<file path="src/rtl/aimc_lib.sv">
// Shared search-mode type, counter width and small helpers for the age-search slice.
package aimc_lib;

  typedef enum logic {
    OLDEST_FIRST   = 1'b0,
    YOUNGEST_FIRST = 1'b1
  } search_mode_e;

  localparam int CNT_W = 16;

  function automatic int clog2_min1(input int n);
    return (n > 1) ? $clog2(n) : 1;
  endfunction

  function automatic logic [CNT_W-1:0] cnt_sat_inc(input logic [CNT_W-1:0] c);
    return (c == {CNT_W{1'b1}}) ? c : c + 1'b1;
  endfunction

endpackage

</file>
<file path="src/rtl/orde_grp_penc.sv">
// Group priority encoder over a rotated (distance-ordered) valid slice; purely combinational.
// Oldest-first picks the lowest set bit, youngest-first the highest.
module orde_grp_penc
  import aimc_lib::*;
#(
  parameter int GRP_SIZE = 4,
  localparam int OFS_W = clog2_min1(GRP_SIZE)
) (
  input  logic [GRP_SIZE-1:0] i_vec,
  input  search_mode_e        i_mode,
  output logic                o_vld,
  output logic [OFS_W-1:0]    o_ofs
);

  always_comb begin
    o_vld = |i_vec;
    o_ofs = '0;
    if (i_mode == OLDEST_FIRST) begin
      for (int k = GRP_SIZE - 1; k >= 0; k--) begin
        if (i_vec[k]) o_ofs = OFS_W'(k);
      end
    end else begin
      for (int k = 0; k < GRP_SIZE; k++) begin
        if (i_vec[k]) o_ofs = OFS_W'(k);
      end
    end
  end

endmodule

</file>
<file path="src/rtl/orde_l2_age_search.sv">
// Age-ordered block search: 3-stage pipeline (capture, per-group encode, output), latency 3.
// Single global enable: every stage stalls while a response is held un-accepted.
module orde_l2_age_search
  import aimc_lib::*;
#(
  parameter int NUM_PER_BLOCK = 32,
  parameter int NUM_MAX_RD    = 512,
  parameter int NUM_BLOCK     = 16,
  parameter int NUM_DIV       = 4,
  localparam int IDX_W = $clog2(NUM_MAX_RD),
  localparam int BLK_W = $clog2(NUM_BLOCK)
) (
  input  logic                             clk,
  input  logic                             rst_n,
  input  logic                             req_valid,
  output logic                             req_ready,
  input  logic [IDX_W-1:0]                 req_oldest_idx,
  input  logic [BLK_W-1:0]                 req_start_ofs,
  input  logic                             req_mode,
  input  logic [NUM_BLOCK-1:0]             req_blk_valid,
  input  logic [NUM_BLOCK-1:0][IDX_W-1:0]  req_blk_idx,
  output logic                             rsp_valid,
  input  logic                             rsp_ready,
  output logic                             rsp_hit,
  output logic [BLK_W-1:0]                 rsp_blk,
  output logic [IDX_W-1:0]                 rsp_idx,
  output logic [CNT_W-1:0]                 hit_cnt,
  output logic [CNT_W-1:0]                 miss_cnt
);

  localparam int PB_W     = $clog2(NUM_PER_BLOCK);
  localparam int GRP_SIZE = NUM_BLOCK / NUM_DIV;
  localparam int OFS_W    = clog2_min1(GRP_SIZE);

  if (NUM_BLOCK != NUM_MAX_RD / NUM_PER_BLOCK) begin : g_bad_nblk
    $fatal(1, "NUM_BLOCK must equal NUM_MAX_RD/NUM_PER_BLOCK");
  end
  if (NUM_BLOCK % NUM_DIV != 0) begin : g_bad_ndiv
    $fatal(1, "NUM_DIV must divide NUM_BLOCK");
  end

  logic                            w_en;
  logic [BLK_W-1:0]                w_oldest_blk;
  logic [BLK_W-1:0]                w_start;
  logic                            w_unused;

  logic                            r1_vld;
  logic [BLK_W-1:0]                r1_start;
  search_mode_e                    r1_mode;
  logic [NUM_BLOCK-1:0]            r1_blk_valid;
  logic [NUM_BLOCK-1:0][IDX_W-1:0] r1_blk_idx;
  logic [NUM_BLOCK-1:0]            w_rot;
  logic [NUM_DIV-1:0]              w_grp_vld;
  logic [NUM_DIV-1:0][OFS_W-1:0]   w_grp_ofs;

  logic                            r2_vld;
  logic [BLK_W-1:0]                r2_start;
  search_mode_e                    r2_mode;
  logic [NUM_DIV-1:0]              r2_grp_vld;
  logic [NUM_DIV-1:0][OFS_W-1:0]   r2_grp_ofs;
  logic [NUM_BLOCK-1:0][IDX_W-1:0] r2_blk_idx;
  logic                            w_hit;
  logic [BLK_W-1:0]                w_dist;
  logic [BLK_W-1:0]                w_blk;
  logic [IDX_W-1:0]                w_idx;

  logic                            r_rsp_vld;
  logic                            r_rsp_hit;
  logic [BLK_W-1:0]                r_rsp_blk;
  logic [IDX_W-1:0]                r_rsp_idx;
  logic [CNT_W-1:0]                r_hit_cnt;
  logic [CNT_W-1:0]                r_miss_cnt;

  assign w_en         = !r_rsp_vld || rsp_ready;
  assign w_oldest_blk = req_oldest_idx[IDX_W-1:PB_W];
  assign w_start      = w_oldest_blk + req_start_ofs;
  assign w_unused     = ^req_oldest_idx[PB_W-1:0];

  always_ff @(posedge clk or negedge rst_n) begin
    if (!rst_n) begin
      r1_vld       <= 1'b0;
      r1_start     <= '0;
      r1_mode      <= OLDEST_FIRST;
      r1_blk_valid <= '0;
      r1_blk_idx   <= '0;
    end else if (w_en) begin
      r1_vld       <= req_valid;
      r1_start     <= w_start;
      r1_mode      <= search_mode_e'(req_mode);
      r1_blk_valid <= req_blk_valid;
      r1_blk_idx   <= req_blk_idx;
    end
  end

  // Bit k of the rotated vector is the block at distance k from the start block.
  always_comb begin
    w_rot = '0;
    for (int k = 0; k < NUM_BLOCK; k++) begin
      w_rot[k] = r1_blk_valid[r1_start + BLK_W'(k)];
    end
  end

  for (genvar g = 0; g < NUM_DIV; g++) begin : g_grp
    orde_grp_penc #(.GRP_SIZE(GRP_SIZE)) u_penc (
      .i_vec  (w_rot[g*GRP_SIZE +: GRP_SIZE]),
      .i_mode (r1_mode),
      .o_vld  (w_grp_vld[g]),
      .o_ofs  (w_grp_ofs[g])
    );
  end

  always_ff @(posedge clk or negedge rst_n) begin
    if (!rst_n) begin
      r2_vld     <= 1'b0;
      r2_start   <= '0;
      r2_mode    <= OLDEST_FIRST;
      r2_grp_vld <= '0;
      r2_grp_ofs <= '0;
      r2_blk_idx <= '0;
    end else if (w_en) begin
      r2_vld     <= r1_vld;
      r2_start   <= r1_start;
      r2_mode    <= r1_mode;
      r2_grp_vld <= w_grp_vld;
      r2_grp_ofs <= w_grp_ofs;
      r2_blk_idx <= r1_blk_idx;
    end
  end

  always_comb begin
    w_hit  = 1'b0;
    w_dist = '0;
    if (r2_mode == OLDEST_FIRST) begin
      for (int g = NUM_DIV - 1; g >= 0; g--) begin
        if (r2_grp_vld[g]) begin
          w_hit  = 1'b1;
          w_dist = BLK_W'(g * GRP_SIZE) + BLK_W'(r2_grp_ofs[g]);
        end
      end
    end else begin
      for (int g = 0; g < NUM_DIV; g++) begin
        if (r2_grp_vld[g]) begin
          w_hit  = 1'b1;
          w_dist = BLK_W'(g * GRP_SIZE) + BLK_W'(r2_grp_ofs[g]);
        end
      end
    end
    // Undo the rotation to recover the physical block number.
    w_blk = w_hit ? w_dist + r2_start : '0;
    w_idx = w_hit ? r2_blk_idx[w_blk] : '0;
  end

  always_ff @(posedge clk or negedge rst_n) begin
    if (!rst_n) begin
      r_rsp_vld <= 1'b0;
      r_rsp_hit <= 1'b0;
      r_rsp_blk <= '0;
      r_rsp_idx <= '0;
    end else if (w_en) begin
      r_rsp_vld <= r2_vld;
      r_rsp_hit <= w_hit;
      r_rsp_blk <= w_blk;
      r_rsp_idx <= w_idx;
    end
  end

  always_ff @(posedge clk or negedge rst_n) begin
    if (!rst_n) begin
      r_hit_cnt  <= '0;
      r_miss_cnt <= '0;
    end else if (r_rsp_vld && rsp_ready) begin
      if (r_rsp_hit) r_hit_cnt  <= cnt_sat_inc(r_hit_cnt);
      else           r_miss_cnt <= cnt_sat_inc(r_miss_cnt);
    end
  end

  assign req_ready = w_en;
  assign rsp_valid = r_rsp_vld;
  assign rsp_hit   = r_rsp_hit;
  assign rsp_blk   = r_rsp_blk;
  assign rsp_idx   = r_rsp_idx;
  assign hit_cnt   = r_hit_cnt;
  assign miss_cnt  = r_miss_cnt;

endmodule

</file>
<file path="config.mk">
export PLATFORM = sky130hd
export DESIGN_NAME = orde_l2_age_search
export DESIGN_NICKNAME = d
export VERILOG_FILES = /design/src/rtl/aimc_lib.sv /design/src/rtl/orde_grp_penc.sv /design/src/rtl/orde_l2_age_search.sv
export SDC_FILE = /design/constraint.sdc
export NUM_CORES = 1
export LEC_CHECK = 0
export CAP_MARGIN = 20
export CORE_ASPECT_RATIO = 0.7
export CORE_UTILIZATION = 50
export CTS_CLUSTER_DIAMETER = 200
export DETAILED_ROUTE_END_ITERATION = 16
export PLACE_DENSITY = 0.77
export SLEW_MARGIN = 40
export SYNTH_ARGS = -nofsm -noshare
export SYNTH_HDL_FRONTEND = slang
export SYNTH_SLANG_ARGS = --single-unit
</file>
<file path="constraint.sdc">
create_clock -name clk -period 3.4 [get_ports clk]
set_input_delay 0.68 -clock clk [delete_from_list [all_inputs] [get_ports clk]]
set_output_delay 0.68 -clock clk [all_outputs]
set_load 0.01 [all_outputs]
</file>
# Yosys cells after proc, flatten, opt, wreduce, memory -nomap -nowiden
# Index checks and enable logic that the tools add are counted.
[op_classes]
n_addsub = 22
n_lt_le_gt_ge = 17
n_eq_ne = 2
mux = 86
bitwise_logic = 3
n_reduce_logical = 9
[op_table]
columns = ["operator", "n"]
rows = [
  ["$lt 4x5->1 const B", 17],
  ["$bmux 1 s4", 16],
  ["$mux 2", 29],
  ["$bmux 9 s4", 1],
  ["$mux 4", 9],
  ["$add 16x1->16 const B", 2],
  ["$add 4x4->4 const B", 8],
  ["$eq 16x16->1 const B", 2],
  ["$mux 1", 29],
  ["$mux 9", 2],
  ["$add 4x3->4 const B", 4],
  ["$reduce_or 4->1", 4],
  ["$add 4x2->4 const B", 2],
  ["$add 4x4->4", 2],
  ["$reduce_and 3->1", 2],
  ["$add 3x2->4 const A", 1],
  ["$add 3x3->4 const A", 1],
  ["$add 4x1->4 const B", 1],
  ["$add 4x2->4 const A", 1],
  ["$not 1->1", 3],
  ["$logic_and 1x1->1", 1],
  ["$logic_not 1->1", 1],
  ["$logic_or 1x1->1", 1],
]
[totals]
ff_bits = 375
input_bits = 178
out_inout_bits = 48
elab_cells = 189

# Longest topological paths before layout
[logic_depth]
depth_word = 11
depth_mapped = 18
depth_no_buf = 14

# Hierarchy
# From an unflattened synthesis, not the netlist that was laid out.
[unflattened]
hier_cells = 1948
area_unflattened_um2 = 17361.7
[by_module_without_submodules]
columns = ["mod", "instances", "cells_each", "area_each_um2", "seq_area_each_um2"]
rows = [
  ["orde_l2_age_search", 1, 1916, 17146.4, 9384.0],
  ["orde_grp_penc", 4, 8, 53.8, 0.0],
]

# Worst setup path after synthesis
# OpenSTA, ideal clock, no wires.
[synth_timing]
path_type = "register to register"
from = "register r2_grp_vld[0]"
to = "register r_rsp_idx[5], in the netlist rsp_idx[5]"
t_arrival_ps = 3234
t_required_ps = 3278
path_slack_ps = 45
path_stages_with_launch = 19
path_buffers = 4
period_less_slack_ps = 3355
path_cell_list = "dfrtp_1 -> clkbuf_1 -> nand2_1 -> o21ai_0 -> mux2i_1 -> o211ai_1 -> o21a_1 -> ha_1 -> inv_1 -> fa_1 -> xnor2_1 -> and2_1 -> buf_6 -> buf_2 -> clkbuf_1 -> nand3_1 -> nand3_1 -> o311ai_0 -> a32o_1"
[synth_between]
elab_chain_cells = 10
word_cells_on_any_way = 17
classes_between = "add/sub: 1; mux: 16"
[synth_rtl]
columns = ["item", "line", "text"]
rows = [
  ["from (decl)", "orde_l2_age_search.sv:59", "logic [NUM_DIV-1:0] r2_grp_vld;"],
  ["from (signal assigned)", "orde_l2_age_search.sv:124", "r2_grp_vld <= w_grp_vld;"],
  ["$mux 2", "orde_l2_age_search.sv:142", "if (r2_grp_vld[g]) begin"],
  ["$mux 4 (3 in series)", "orde_l2_age_search.sv:142", ""],
  ["$mux 4", "orde_l2_age_search.sv:133", "if (r2_mode == OLDEST_FIRST) begin"],
  ["$add 4x4->4", "orde_l2_age_search.sv:149", "w_blk = w_hit ? w_dist + r2_start : '0;"],
  ["$mux 4", "orde_l2_age_search.sv:149", ""],
  ["$bmux 9 s4", "orde_l2_age_search.sv:150", "w_idx = w_hit ? r2_blk_idx[w_blk] : '0;"],
  ["$mux 9 (implied by the code)", "orde_l2_age_search.sv:150", ""],
  ["$mux 9 *", "orde_l2_age_search.sv:150", ""],
  ["to (signal assigned)", "orde_l2_age_search.sv:163", "r_rsp_idx <= w_idx;"],
  ["to (decl)", "orde_l2_age_search.sv:70", "logic [IDX_W-1:0] r_rsp_idx;"],
]
# Every way passes the cells marked *; elsewhere a longest branch is shown, timed or not. The select of a mux whose other input is x is not followed.
# A chain may end at the register's enable or synchronous reset.

# Final worst setup path
[layout_timing]
from = "register r2_grp_vld[1]"
to = "register r_rsp_idx[7], in the netlist rsp_idx[7]"
[layout_between]
elab_chain_cells = 9
word_cells_on_any_way = 17
classes_between = "add/sub: 1; mux: 16"
[layout_rtl]
columns = ["item", "line"]
rows = [
  ["$mux 4 (3 in series)", "orde_l2_age_search.sv:142"],
  ["$mux 4", "orde_l2_age_search.sv:133"],
  ["$add 4x4->4", "orde_l2_age_search.sv:149"],
  ["$mux 4", "orde_l2_age_search.sv:149"],
  ["$bmux 9 s4", "orde_l2_age_search.sv:150"],
  ["$mux 9 (implied by the code)", "orde_l2_age_search.sv:150"],
  ["$mux 9 *", "orde_l2_age_search.sv:150"],
]
# Marked as above.

==> out/results.ini <==
[die]
rows=55
dieWidth_microns=221
top_level_ports=226
initial_core_util=0.514
die_y_microns=156
core_sq_mm=0.0328
die_area_sq_mm=0.0344

[worst_setup_path]
slowest_delay_ns=0.45
rr_worst_depth=15
crit_fanout=36
worstSetupEndpointType=register
timing.rr.end=rsp_idx[7]
reg2reg_slack_ns=0.14
path_delay_family=compound AO/OA/AOI/OAI gates
cp_num_buf_inv=2
cp.arrival_ns=3.68
rr_startpoint=r2_grp_vld[1]
cp_slowest_cell=mux4_2
criticalPathCategory=reg -> reg
worstPathRequired_ns=3.82
cp_cell_sequence=nand2_1 > o21ai_1 > mux2i_1 > o211ai_1 > o21a_1 > ha_2 > inv_1 > fa_1 > xnor2_2 > and2_1 > buf_12 > a221oi_1 > nor2_1 > mux4_2 > a22o_1
critPathLaunchType=register

[placement]
portBuffers=220
placed_cells=2486
dp_hpwl_microns=29500
gp_congestion=0.909
place_ws_ns=0.0976

[detailed_routing]
drc=0
ant_nets=0
vias=13900
wire_per_inst_microns=16.9
routed_wl_microns=43000
drt_iter0_drc=1437
viasPerCell=5.45
dr.pass1.iters=6

[worst_hold_path]
hold_class=in -> async

[global_route]
grt_pass1_vias=13600
grt_usage=0.256
antenna_found_initial=0
grt-ovfl-total=0
grt_max_degree=194
grt_pass1_wl_microns=70600

[flow_run]
drv_cap=0

[logic_synthesis]
synth_top_area_frac=0.557
netlist_instances=1918
synth_seq_area_share=0.557
synthTopCellsByArea=dfrtp_1 56%, nand2_1 23%, mux4_2 3.1%, nand3_1 2.4%, clkbuf_1 2.0%
ys_ff_latch=375
synth_ff_type=dfrtp_1
synth_edf_count=0
yosysUniqueCellTypes=54
synth_async_sr_flop_share=1.00
syn_area_per_cell_sq_um=8.78
synth.largest_area_cell=dfrtp_1
yosys_warnings=0
syn_area_sq_mm=0.0168
syn_nets=2113

[timing]
rsz0062_at_grt=true
clock.fmax_mhz=307
tightestPinTransition_ns=0.847
relSlewSlack=0.435
setup_viol=0
skew_ns=0.0264
fin_crit_ns=3.26
fin_crit_sh=0.958
timing.hold.ws_ns=0.0151
tns_ns=0
drv_slew=0
hold_viol=0
layout_setup_ws_ns=0.144

[final_layout]
n_fill_cell=2702
final_cells=2545
mostFrequentLayoutCell=nand2_1
final_cell_mix=1041 x nand2_1, 374 x dfrtp_1, 219 x clkdlybuf4s50_1
area_growth_pct=23.4
drive_gt1_frac=0.0619
fin_nets=2294
diodes=0

[clock_network]
post_cts_buffers=0
numCtsBuffers=37
clockBufferDepth=3
cts_tree=built
clk_latency_ns=0.54
path_clk_slew_ns=0.06
root_buffer=clkbuf_16
cts_hold_buffers=0
cts.sinks=375
cts.htree.levels=2

[power_and_ir_drop]
power.total_mw=19.6
p_leak_nw=10.2
power_density_mw_per_mm2=944
vdd_drop_max_uv=720

[run_status]
status=complete, no violations

==> state kept, by name, indices dropped and copies added, names as in the netlist, 4 cells and up <==
signal / count
r2_grp_vld: 4
miss_cnt: 16
rsp_idx: 9
hit_cnt: 16
rsp_blk: 4
r2_blk_idx: 144
r1_blk_idx: 144
r1_blk_valid: 16
r2_start: 4
r1_start: 4
r2_grp_ofs: 8
==> stage by stage <==
stage	util	cell area (sq um)
floorplan	-	16800
global placement	0.596	19500
detailed placement	0.596	19500
CTS	0.633	20700
global route	0.635	20800
finish	0.635	20800
==> power by group <==
group | switching (mW) | internal [mW] | total, mW
registers | 1.03 | 5.81 | 6.84
clock network | 1.68 | 2.45 | 4.13
logic | 5.10 | 3.57 | 8.67
==> cell usage after synthesis, types with 3 or more instances <==
master    count
a221oi_1     36
buf_2        11
a22o_1        3
o311ai_0      8
a21oi_1      19
ha_1         15
or3_1         8
xor2_1       17
nand2b_1      6
nor2b_1       3
mux2_2        8
mux2i_1      11
inv_1        12
o21ai_0      18
dfrtp_1     375
a32o_1        8
nand4_1      11
buf_1        11
nor3_1       10
nand3_1      80
and4_1        5
xnor2_1      27
mux4_2       23
clkbuf_1     90
a31oi_1       3
nor2_1       23
a211oi_1      4
nand2_1    1041
==> worst register-to-register path, stage by stage, from the launching register on <==
cell      delay (ns)
dfrtp_2         0.42
nand2_1         0.10
o21ai_1         0.09
mux2i_1         0.08
o211ai_1        0.16
o21a_1          0.18
ha_2            0.19
inv_1           0.06
fa_1            0.40
xnor2_2         0.16
and2_1          0.19
buf_12          0.18
a221oi_1        0.22
nor2_1          0.07
mux4_2          0.45
a22o_1          0.18
==> cell type report <==
cell class / instances / area (sq um) / area share
multi-input cells: 1416 / 7010 / 0.337
clock inverters: 8 / 154 / 0.00740
flip-flops and latches: 375 / 9390 / 0.451
clock buffers: 50 / 1050 / 0.0503
well taps: 427 / 534 / 0.0257
inverters: 13 / 56.3 / 0.00271
repair buffers: 256 / 2610 / 0.126
==> worst max-delay path by stage <==
stage | slack (ns) | from | cells past startpoint | endpoint
detailed placement | 0.1 | r2_grp_vld[1] | 15 | rsp_idx[7]
global placement | 0.22 | r2_grp_vld[1] | 15 | rsp_idx[7]
finish | 0.14 | r2_grp_vld[1] | 15 | rsp_idx[7]
global route | -0.01 | r2_grp_vld[3] | 15 | rsp_idx[7]
floorplan | 0.04 | r2_grp_vld[0] | 18 | rsp_idx[5]
CTS | 0.05 | r2_grp_vld[1] | 14 | rsp_idx[5]
==> routing by layer <==
| layer | GRT usage | up-vias | share of wire |
|---|---|---|---|
| met4 | 0.0876 | 0 | 0.027 |
| met5 | 0 | - | 0 |
| met1 | 0.379 | 6767 | 0.47 |
| li1 | - | 6534 | - |
| met2 | 0.382 | 480 | 0.44 |
| met3 | 0.0460 | 78 | 0.067 |
==> repair_timing <==
action / CTS / global route
gates resized for setup: 0 / 11
setup endpoints to repair: 0 / 8
hold endpoints to repair: 0 / 0
==> cells by family after synthesis <==
group | Yosys count | synth area share
simple gates | 1196 | 0.280
flops | 375 | 0.557
buf+inv | 127 | 0.0298
compound gates | 116 | 0.0524
xor+xnor | 45 | 0.0243
mux | 42 | 0.0426
fa+ha+maj | 17 | 0.0135
No activity file was read; power rests on OpenSTA's default activity.
